## config.mk

```make
export PLATFORM = sky130hd
export DESIGN_NAME = m_decoder_kind_queue
export DESIGN_NICKNAME = d
export VERILOG_FILES = /design/src/rtl/m_decoder_kind_queue.sv
export SDC_FILE = /design/constraint.sdc
export NUM_CORES = 1
export LEC_CHECK = 0
export CAP_MARGIN = 30
export CORE_MARGIN = 2
export CORE_UTILIZATION = 50
export CTS_CLUSTER_DIAMETER = 50
export DETAILED_ROUTE_END_ITERATION = 8
export GPL_ROUTABILITY_DRIVEN = 1
export PLACE_DENSITY = 0.84
export SKIP_CTS_REPAIR_TIMING = 1
export SLEW_MARGIN = 20
export SYNTH_ARGS = -nofsm -noshare
export SYNTH_HDL_FRONTEND = slang
export SYNTH_SLANG_ARGS = --single-unit
```

## constraint.sdc

```tcl
create_clock -name clk -period 3.7 [get_ports clk]
set_input_delay 0.37 -clock clk [delete_from_list [all_inputs] [get_ports clk]]
set_output_delay 0.37 -clock clk [all_outputs]
set_load 0.05 [all_outputs]
```

## src/rtl/m_decoder_kind_queue.sv

```systemverilog
// Kind-classifying instruction queue: tags each instruction by its top nibble and buffers {instr, kind}.
// Build option DECODER_KIND_TRAP_EN: invalid-kind instructions are dropped and reported on trap.
package m_decoder_kind_queue_pkg;
    typedef enum logic [2:0] {
        KIND_RRR     = 3'd0,
        KIND_MEMORY  = 3'd1,
        KIND_MODEL   = 3'd2,
        KIND_RRI     = 3'd3,
        KIND_CUSTOM  = 3'd4,
        KIND_INVALID = 3'd7
    } e_kind;
endpackage

module m_decoder_kind_queue
    import m_decoder_kind_queue_pkg::*;
#(
    parameter int XLEN  = 32,
    parameter int DEPTH = 4,
    parameter int CNT_W = 16
) (
    input  logic                     clk,
    input  logic                     rst_n,
    input  logic                     flush,
    input  logic                     in_valid,
    output logic                     in_ready,
    input  logic [XLEN-1:0]          in_instr,
    output logic                     out_valid,
    input  logic                     out_ready,
    output logic [XLEN-1:0]          out_instr,
    output e_kind                    out_kind,
    output logic [$clog2(DEPTH):0]   level,
    output logic [CNT_W-1:0]         inv_count,
    output logic                     trap
);
    localparam int PW = $clog2(DEPTH);
    localparam int LW = $clog2(DEPTH) + 1;
    localparam logic [LW-1:0] LVL_FULL = LW'(DEPTH);

    logic [XLEN-1:0]  r_mem_instr [DEPTH];
    e_kind            r_mem_kind  [DEPTH];
    logic [PW-1:0]    r_wr_ptr;
    logic [PW-1:0]    r_rd_ptr;
    logic [LW-1:0]    r_level;
    logic [XLEN-1:0]  r_out_instr;
    e_kind            r_out_kind;
    logic [CNT_W-1:0] r_inv_count;

    logic [3:0]       w_nib;
    e_kind            w_kind;
    logic             w_push;
    logic             w_store;
    logic             w_pop;
    logic [PW-1:0]    w_rd_ptr_nxt;
    logic [LW-1:0]    w_level_nxt;
    logic [XLEN-1:0]  w_head_instr;
    e_kind            w_head_kind;

    assign w_nib = in_instr[XLEN-1 -: 4];

    always_comb begin
        w_kind = KIND_CUSTOM;
        casez (w_nib)
            4'b0000: w_kind = KIND_RRR;
            4'b0001: w_kind = KIND_MEMORY;
            4'b0010: w_kind = KIND_MODEL;
            4'b0011: w_kind = KIND_INVALID;
            4'b01??: w_kind = KIND_RRI;
            4'b10??: w_kind = KIND_INVALID;
            default: w_kind = KIND_CUSTOM;
        endcase
    end

    // No full-bypass: a pop in the same cycle does not reopen a full queue.
    assign in_ready  = (r_level != LVL_FULL) && !flush;
    assign out_valid = (r_level != '0);
    assign w_push    = in_valid && in_ready;
    assign w_pop     = out_valid && out_ready && !flush;

`ifdef DECODER_KIND_TRAP_EN
    logic r_trap;

    assign w_store = w_push && (w_kind != KIND_INVALID);
    assign trap    = r_trap;

    always_ff @(posedge clk or negedge rst_n) begin
        if (!rst_n) begin
            r_trap <= 1'b0;
        end else begin
            r_trap <= w_push && (w_kind == KIND_INVALID);
        end
    end
`else
    assign w_store = w_push;
    assign trap    = 1'b0;
`endif

    always_comb begin
        w_rd_ptr_nxt = w_pop ? (r_rd_ptr + PW'(1)) : r_rd_ptr;
        w_level_nxt  = r_level;
        if (flush) begin
            w_level_nxt = '0;
        end else if (w_store && !w_pop) begin
            w_level_nxt = r_level + LW'(1);
        end else if (!w_store && w_pop) begin
            w_level_nxt = r_level - LW'(1);
        end
        // The next head is the word being written now when it lands in the slot rd_ptr moves to.
        if (w_store && (w_rd_ptr_nxt == r_wr_ptr)) begin
            w_head_instr = in_instr;
            w_head_kind  = w_kind;
        end else begin
            w_head_instr = r_mem_instr[w_rd_ptr_nxt];
            w_head_kind  = r_mem_kind[w_rd_ptr_nxt];
        end
    end

    always_ff @(posedge clk) begin
        if (w_store) begin
            r_mem_instr[r_wr_ptr] <= in_instr;
            r_mem_kind[r_wr_ptr]  <= w_kind;
        end
    end

    always_ff @(posedge clk or negedge rst_n) begin
        if (!rst_n) begin
            r_wr_ptr    <= '0;
            r_rd_ptr    <= '0;
            r_level     <= '0;
            r_out_instr <= '0;
            r_out_kind  <= KIND_INVALID;
        end else begin
            r_level <= w_level_nxt;
            if (flush) begin
                r_rd_ptr <= r_wr_ptr;
            end else begin
                r_rd_ptr <= w_rd_ptr_nxt;
                if (w_store) begin
                    r_wr_ptr <= r_wr_ptr + PW'(1);
                end
                // Output register holds its last value once the queue drains.
                if (w_level_nxt != '0) begin
                    r_out_instr <= w_head_instr;
                    r_out_kind  <= w_head_kind;
                end
            end
        end
    end

    always_ff @(posedge clk or negedge rst_n) begin
        if (!rst_n) begin
            r_inv_count <= '0;
        end else if (w_push && (w_kind == KIND_INVALID) && (r_inv_count != '1)) begin
            r_inv_count <= r_inv_count + CNT_W'(1);
        end
    end

    assign out_instr = r_out_instr;
    assign out_kind  = r_out_kind;
    assign level     = r_level;
    assign inv_count = r_inv_count;

endmodule

```

# == Word-level counts from Yosys, hierarchy flattened ==
# Memories as Yosys holds them, arrays and structs flattened. A register that Yosys moved wholly into a read port is not among the register bits.
# Cells that the tools add are included.
# word_totals
reg_bits,23
mem_bits_rw,140
inputBits,37
output_inout_bits,57
word_cells,47
n_memories,2
# classes
add_sub_neg,5
eq_ne,8
muxes,8
bitwise_logic,1
reduce_logical,19
# memory_table
name,words,word_bits,read_ports,rd_ports_with_merged_regs,wr,line_no,rtl
r_mem_instr,4,32,1,1,1,39,logic [XLEN-1:0] r_mem_instr [DEPTH];
r_mem_kind,4,3,1,1,1,40,e_kind r_mem_kind [DEPTH];
# op_table
operator,n
"adder 16 x 1 -> 16 bit, second input constant",1
"inequality test 16 bit, second input constant",1
case mux 3 bit (5 select lines),1
2-to-1 mux 3 bit,3
"== test 4 x 2 -> 1 bit, second input constant",2
logical AND 1 bit,8
nonzero test 3 bit,2
logical NOT 1 bit,5
"adder 2 x 1 -> 2 bit, second input constant",2
"== test 4 x 1 -> 1 bit, second input constant",1
logical NOT 4 bit,1
2-to-1 mux 2 bit,2
AND reduction 2 bit,2
"adder 3 x 1 -> 3 bit, second input constant",1
"== test 3 bit, second input constant",1
"inequality test 3 bit, second input constant",1
"subtractor 3 x 1 -> 3 bit, second input constant",1
"== test 2 x 1 -> 1 bit, second input constant",1
"== test 2 bit, second input constant",1
2-to-1 mux 1 bit,2
OR reduction 2 bit,1
inverter 1 bit,1

# == Logic depth before layout (Yosys ltp) ==
# Gate-level depths: netlist (run 1).
# logic_depth
word_depth,10
depth_mapped,12
ltp_nobuf,9

# == Least setup slack after synthesis (run 1) ==
# Ideal clock, no wire load.
# synth_timing
path_kind,register -> register
startpoint,"register r_level[0], in the netlist level[0]"
endpoint,"register r_inv_count[14], in the netlist inv_count[14]"
setup_ps,142
arrival_ps,2954
t_required_ps,3558
setup_slack_ps,604
path_stages_with_launch,8
n_path_buf,0
synth_period_minus_slack_ps,3096
cell_sequence,dfrtp_1 inv_1 ha_1 a21oi_2 nand2_1 nor4b_1 nand4_1 xnor2_1
# synth_via
elab_chain_len,5
# synth_lines
item,line_no,rtl
"start, declared",43,logic [LW-1:0] r_level;
"start signal, assigned",132,r_level <= w_level_nxt;
inequality test 3 bit,74,assign in_ready = (r_level != LVL_FULL) && !flush;
logical AND 1 bit,74,
net in_ready,25,"output logic in_ready,"
logical AND 1 bit,76,assign w_push = in_valid && in_ready;
logical AND 1 bit (2 in series),152,end else if (w_push && (w_kind == KIND_INVALID) && (r_inv_count != '1)) begin
"end signal, assigned",153,r_inv_count <= r_inv_count + CNT_W'(1);
"end, declared",46,logic [CNT_W-1:0] r_inv_count;
# The timed path passes the listed nets, and every way through them passes these cells.
# A chain may end at the register's enable or synchronous reset.

# == Final worst setup path (run 1) ==
# layout_timing
startpoint,"register r_level[0], in the netlist level[0]"
endpoint,"register r_out_instr[14], in the netlist out_instr[14] (read register of r_mem_instr)"
# layout_via
elab_chain_len,10
word_cells_on_any_way,18
cone_classes,2 x add/sub; 1 x eq/ne; 4 x mux; 11 x reduce/logical
# layout_lines
item,line_no,rtl
inequality test 3 bit,74,
logical AND 1 bit,74,
logical AND 1 bit,76,
logical NOT 1 bit,104,end else if (!w_store && w_pop) begin
logical AND 1 bit,104,
2-to-1 mux 3 bit,104,
2-to-1 mux 3 bit,102,end else if (w_store && !w_pop) begin
2-to-1 mux 3 bit,100,if (flush) begin
nonzero test 3 bit,141,if (w_level_nxt != '0) begin
AND reduction 2 bit (no line),n/a,
"end, declared",44,logic [XLEN-1:0] r_out_instr;
# Several ways; a longest one is shown, not always the timed one.

==> results.yml, run 1 <==
die:
  design.core.area_mm2: 0.0181
  fp.dieW_um: 140
  pin_count: 94
  fp.dieH_um: 140
  initial_core_util_pct: 51.2
  dieArea_mm2: 0.0196
  num_rows: 49
drt:
  dr_total_vias: 6920
  vias_per_cell: 7.06
  drt_iter0_drc: 817
  drtPass1Iterations: 7
  wirelength_um: 24500
  detail-route-antenna-nets: 0
  wl_per_cell_um: 25.0
  drc: 5
pwr:
  comb_power_share_pct: 45.6
  leakage_nw: 3.75
  p_clk_share_pct: 19.7
  power_frac_seq_pct: 34.7
  power.density_mw_per_mm2: 818
  power.switching_w: 0.00362
  switching_share_pct: 40.5
  irDropWorstVdd_mv: 0.566
  p_int_w: 0.00531
  power_w: 0.00893
global_routing:
  grt_overflow_total: 0
  grt_max_degree: 75
  grt_pass1_wl_um: 38200
  antenna_found_initial: 0
  grt_pass1_vias: 7115
  grtUsageTotal_pct: 24.9
status:
  violations: "DRC"
  outcome: "finished, violations left"
logic_synthesis:
  yosys-top-cells-area: "edfxtp_1 45%, dfrtp_1 15%, o221ai_1 6.4%"
  synth_fp_nets: 716
  postSynthCellCount: 671
  yosysMostFrequentCell: "edfxtp_1"
  synth-main-ff-cell: "edfxtp_1"
  async_flop_share_pct: 29.3
  seq_area_frac_synth_pct: 61.2
  syn_area_mm2: 0.00925
  yosysTopAreaCell: "edfxtp_1"
  synth.top_cells.by_count: "140 x edfxtp_1, 68 x o221ai_1, 55 x dfrtp_1"
  yosys_warnings: 0
  synth_top_area_share_pct: 45.4
  synthDistinctLibCells: 55
  syn_avg_cell_area_um2: 13.8
  ys_ff_latch: 198
  synth_edf_count: 140
place:
  io_buffer_count: 92
  dpl_cell_area_mm2: 0.0104
  dp_hpwl_um: 14300
  gp_congestion: 0.825
critical_path:
  reg2reg_from: "level[0]"
  rrSetupSlack_ns: 0.54
  cp.arrival_ns: 3.50
  worstPathRequired_ns: 4.03
  cp_max_fo: 56
  crit_path_end: "out_instr[14]"
  cp-end-kind: "flop"
  r2r-end: "out_instr[14]"
  path_class: "reg -> reg"
  crit_path_start: "level[0]"
  r2r_cells: 10
  start_kind: "flop"
timing:
  fin_setup_tns_ns: 0
  clock.fmax_mhz: 316
  min_period_over_period_pct: 85.5
  worst_slew_pin_slew_ns: 0.980
  maxSlewViolCount: 0
  max_slew_margin_pct: 34.7
  rsz0062_at_grt: "false"
  hold_viol_final: 0
  fin_crit_ns: 3.16
  finalSetupViolations: 0
  fin_skew_ns: 0.00849
clocking:
  path_clk_slew_ns: 0.07
  cts_root_buf: "clkbuf_16"
  cts_sinks: 198
  htree_levels: 4
  clk_latency_ns: 0.44
  numCtsBuffers: 17
  tritoncts: "done"
  clockBufferDepth: 2
worst_hold_path:
  holdCritPathClass: "in -> async"
final_layout:
  areaGrowthSynthToFinish_pct: 18.0
  layout.nets: 783
  design_area_mm2: 0.0109
  antenna_cells: 0
  drive_gt1_share_pct: 14.8
job:
  timing.max_cap.violations: 0
## routing by layer
| metal | share of wire, % | GRT usage [%] | up-vias |
|---|---|---|---|
| met3 | 9.7 | 6.50 | 51 |
| met2 | 50 | 41.8 | 479 |
| li1 | - | - | 2915 |
| met5 | 0 | 0 | - |
| met1 | 38 | 31.2 | 3475 |
| met4 | 2.1 | 9.57 | 0 |
## power by group through the flow
stage / Combinational [W] / Sequential (W) / Clock [W]
final: 0.00407 / 0.00310 / 0.00176
after CTS: 0.00405 / 0.00309 / 0.00177
after global placement: 0.00383 / 0.00311 / 0
after detailed placement: 0.00402 / 0.00313 / 0
after floorplan: 0.00210 / 0.00383 / 0
after global routing: 0.00430 / 0.00313 / 0.00185
## cell usage in the layout (no fill, tap or decap), types with 18 or more instances in the layout
master | Yosys | final
edfxtp_1 | 140 | 140
clkdlybuf4s50_1 | 0 | 90
o221ai_1 | 68 | 68
dfrtp_1 | 55 | 53
or3_1 | 36 | 36
mux2_2 | 36 | 36
o31ai_1 | 34 | 34
a211o_1 | 34 | 34
o22a_1 | 34 | 34
a221oi_1 | 33 | 33
nand2_1 | 18 | 18
## registers in the layout, summed over array words and instances (netlist names)
signal and cells:
level 3, out_instr 32, r_mem_kind 12, r_wr_ptr 2, r_mem_instr 128, out_kind 3, r_rd_ptr 2, inv_count 16
## worst max-delay path: stages (launching register included)
cell	delay (ns)
dfrtp_1	0.41
inv_1	0.12
ha_1	0.29
nor2b_4	0.19
inv_2	0.11
nand2b_4	0.22
or4_4	0.56
a31oi_4	0.18
buf_4	0.55
a221oi_1	0.15
o22a_1	0.23
## cell type report
type / count / area [um2]
clock inverter: 12 / 104
multi-input combinational: 397 / 3250
timing repair buffer: 114 / 1130
clock buffer: 20 / 447
sequential: 198 / 5660
fill: 1327 / 7170
inverter: 10 / 37.5
tap: 229 / 287
## metrics by stage
stage          instances  utilization [%]  worst slack [ns]  hold slack, ns
5_1_grt              980             60.4             0.401           0.433
4_1_cts              979             60.3             0.606          -0.136
3_3_place_gp         944             56.9             0.616           0.322
2_1_floorplan        671                -             0.604          0.0744
6_report             980             60.4             0.537           0.406
3_5_place_dp         947             57.3             0.501           0.329
## worst min-delay path by stage
stage,start,to,slack (ns),cells after the start
2_1_floorplan,rst_n,inv_count[0],0.07,0
3_3_place_gp,rst_n,inv_count[1],0.32,1
3_5_place_dp,rst_n,inv_count[1],0.33,1
4_1_cts,rst_n,inv_count[3],-0.14,1
5_1_grt,rst_n,inv_count[2],0.43,2
6_report,rst_n,inv_count[3],0.41,2
## cell families (layout without fill, tap and decap cells)
kind of cell | Yosys count | in the layout | synth area share [%]
compound gates | 226 | 226 | 20.8
xor+xnor | 20 | 20 | 1.89
fa+ha+maj | 8 | 8 | 1.08
buf+inv | 76 | 156 | 3.92
flops | 198 | 198 | 61.2
mux | 37 | 37 | 4.49
other cells | 1 | 1 | 0.0405
simple gates | 105 | 105 | 6.61
No activity file was read; power rests on OpenSTA's default activity.
==> run 2: changes to the inputs <==
CORE_UTILIZATION = 34   (was 50)
MAX_ROUTING_LAYER = met4   (was unset)
PLACE_DENSITY = 0.64   (was 0.84)
==> results.yml, run 2 (synthesis gave the netlist of run 1 again) <==
critical_path:
  path_cells: "inv_1 > ha_1 > nor2b_4 > inv_2 > nand2b_4 > buf_4 > nand4_1 > a31oi_4 > buf_12 > a221oi_1 > o22a_1"
  start_kind: "flop"
  worstPathRequired_ns: 4.03
  slowest_stage: "dfrtp_1"
  crit_buf_inv: 4
  crit_family: "buffers and inverters"
  cp_max_fo: 44
  cp-end-kind: "flop"
  path_class: "reg -> reg"
  cp_slowest_stage_delay_ns: 0.41
  cp.arrival_ns: 3.28
clocking:
  numCtsBuffers: 17
  path_clk_slew_ns: 0.07
  cts_root_buf: "clkbuf_16"
  cts_sinks: 198
  clk_latency_ns: 0.44
  tritoncts: "done"
  htree_levels: 4
  clockBufferDepth: 2
global_routing:
  grt_pass1_wl_um: 38000
  grt_overflow_total: 0
  antenna_found_initial: 0
  grtUsageTotal_pct: 17.7
  grt_pass1_vias: 6732
  grt_max_degree: 72
timing:
  rsz0062_at_grt: "false"
  maxSlewViolCount: 0
  worst_slew_pin_slew_ns: 0.896
  hold_viol_final: 0
  fin_crit_ns: 2.95
  fin_setup_tns_ns: 0
  clock.fmax_mhz: 339
  max_slew_margin_pct: 39.4
  min_period_over_period_pct: 79.8
  finalSetupViolations: 0
  fin_skew_ns: 0.0111
final_layout:
  fill_cells: 2435
  final_cell_mix: "140 x edfxtp_1, 90 x clkdlybuf4s50_1, 68 x o221ai_1"
  layout.nets: 784
  largest_reg_flops: 128
  final_common_cell: "edfxtp_1"
  antenna_cells: 0
  drive_gt1_share_pct: 15.7
  areaGrowthSynthToFinish_pct: 20.6
  regMostFlops: "r_mem_instr"
pwr:
  leakage_nw: 3.79
  power_w: 0.00916
  irDropWorstVdd_mv: 0.512
  power.density_mw_per_mm2: 820
die:
  num_rows: 60
  fp.dieH_um: 169
  pin_count: 94
  fp.dieW_um: 169
  dieArea_mm2: 0.0285
  design.core.area_mm2: 0.0268
  initial_core_util_pct: 34.5
drt:
  wirelength_um: 24200
  vias_per_cell: 6.02
  wl_per_cell_um: 22.1
  drt_iter0_drc: 663
  drc: 0
  detail-route-antenna-nets: 0
  dr_total_vias: 6582
  drtPass1Iterations: 5
status:
  outcome: "finished clean"
job:
  timing.max_cap.violations: 0
place:
  dp_hpwl_um: 13800
  io_buffer_count: 92
  gp_congestion: 0.776
worst_hold_path:
  holdCritPathClass: "in -> async"
[run 2: cell types whose count changed in the layout (fill, tap and decap cells not counted), moves of 2 or more]
cell | previous run | this run
buf_4 | 17 | 19
bufinv_16 | 1 | 4
clkbuf_1 | 2 | 0
clkinv_1 | 2 | 0
clkinv_2 | 3 | 1
inv_6 | 2 | 4
inv_8 | 0 | 2
[run 2: final cells by class]
type                    instances  area (um2)  area share, %
clock buffers                  17         425           3.81
inverters                      10        37.5          0.336
flip-flops and latches        198        5660           50.7
clock inverters                15         215           1.93
well taps                     341         427           3.82
repair buffers                115        1140           10.2
multi-input cells             397        3250           29.1
[run 2: path summary, 6_finish.rpt]
check / start / end / slack, ns / cells after the start
max in group asynchronous: rst_n / r_rd_ptr[0] / 2.96 / 2
min: rst_n / out_instr[22] / 0.005 / 1
max reg2reg: level[0] / out_instr[29] / 0.75 / 11
max: level[0] / out_instr[29] / 0.75 / 11
min in group clk: flush / level[0] / 0.20 / 2
min reg2reg: inv_count[11] / inv_count[11] / 0.50 / 1
[run 2: metal layers]
| layer | up-vias | GRT usage [%] | part of all wire [%] |
|---|---|---|---|
| met5 | - | - | 0 |
| met3 | 16 | 3.27 | 5.5 |
| li1 | 2911 | - | - |
| met4 | 0 | 4.99 | 1.2 |
| met2 | 243 | 28.2 | 49 |
| met1 | 3412 | 23.3 | 45 |
[run 2: where the power goes]
group / internal (W) / switching [W] / total, W
logic: 0.00156 / 0.00246 / 0.00401
clock network: 0.00115 / 0.000871 / 0.00202
registers: 0.00282 / 0.000306 / 0.00312
total: 0.00552 / 0.00363 / 0.00916
[run 2: stage by stage]
step | instance area [um2] | util, % | cells | setup slack (ns) | hold WS [ns]
floorplan | 9250 | - | 671 | 0.604 | 0.0744
global placement | 10500 | 39.2 | 1060 | 0.775 | 0.480
detailed placement | 10500 | 39.3 | 1061 | 0.783 | 0.482
CTS | 11200 | 41.6 | 1093 | 0.743 | 0.0258
global route | 11200 | 41.6 | 1093 | 0.550 | 0.0512
finish | 11200 | 41.6 | 1093 | 0.749 | 0.00461
[run 2: worst register-to-register path, cell delays in order, from the launching register on]
cell and delay [ns]:
dfrtp_1 0.41, inv_1 0.15, ha_1 0.27, nor2b_4 0.29, inv_2 0.09, nand2b_4 0.10, buf_4 0.41, nand4_1 0.22
a31oi_4 0.27, buf_12 0.27, a221oi_1 0.14, o22a_1 0.22
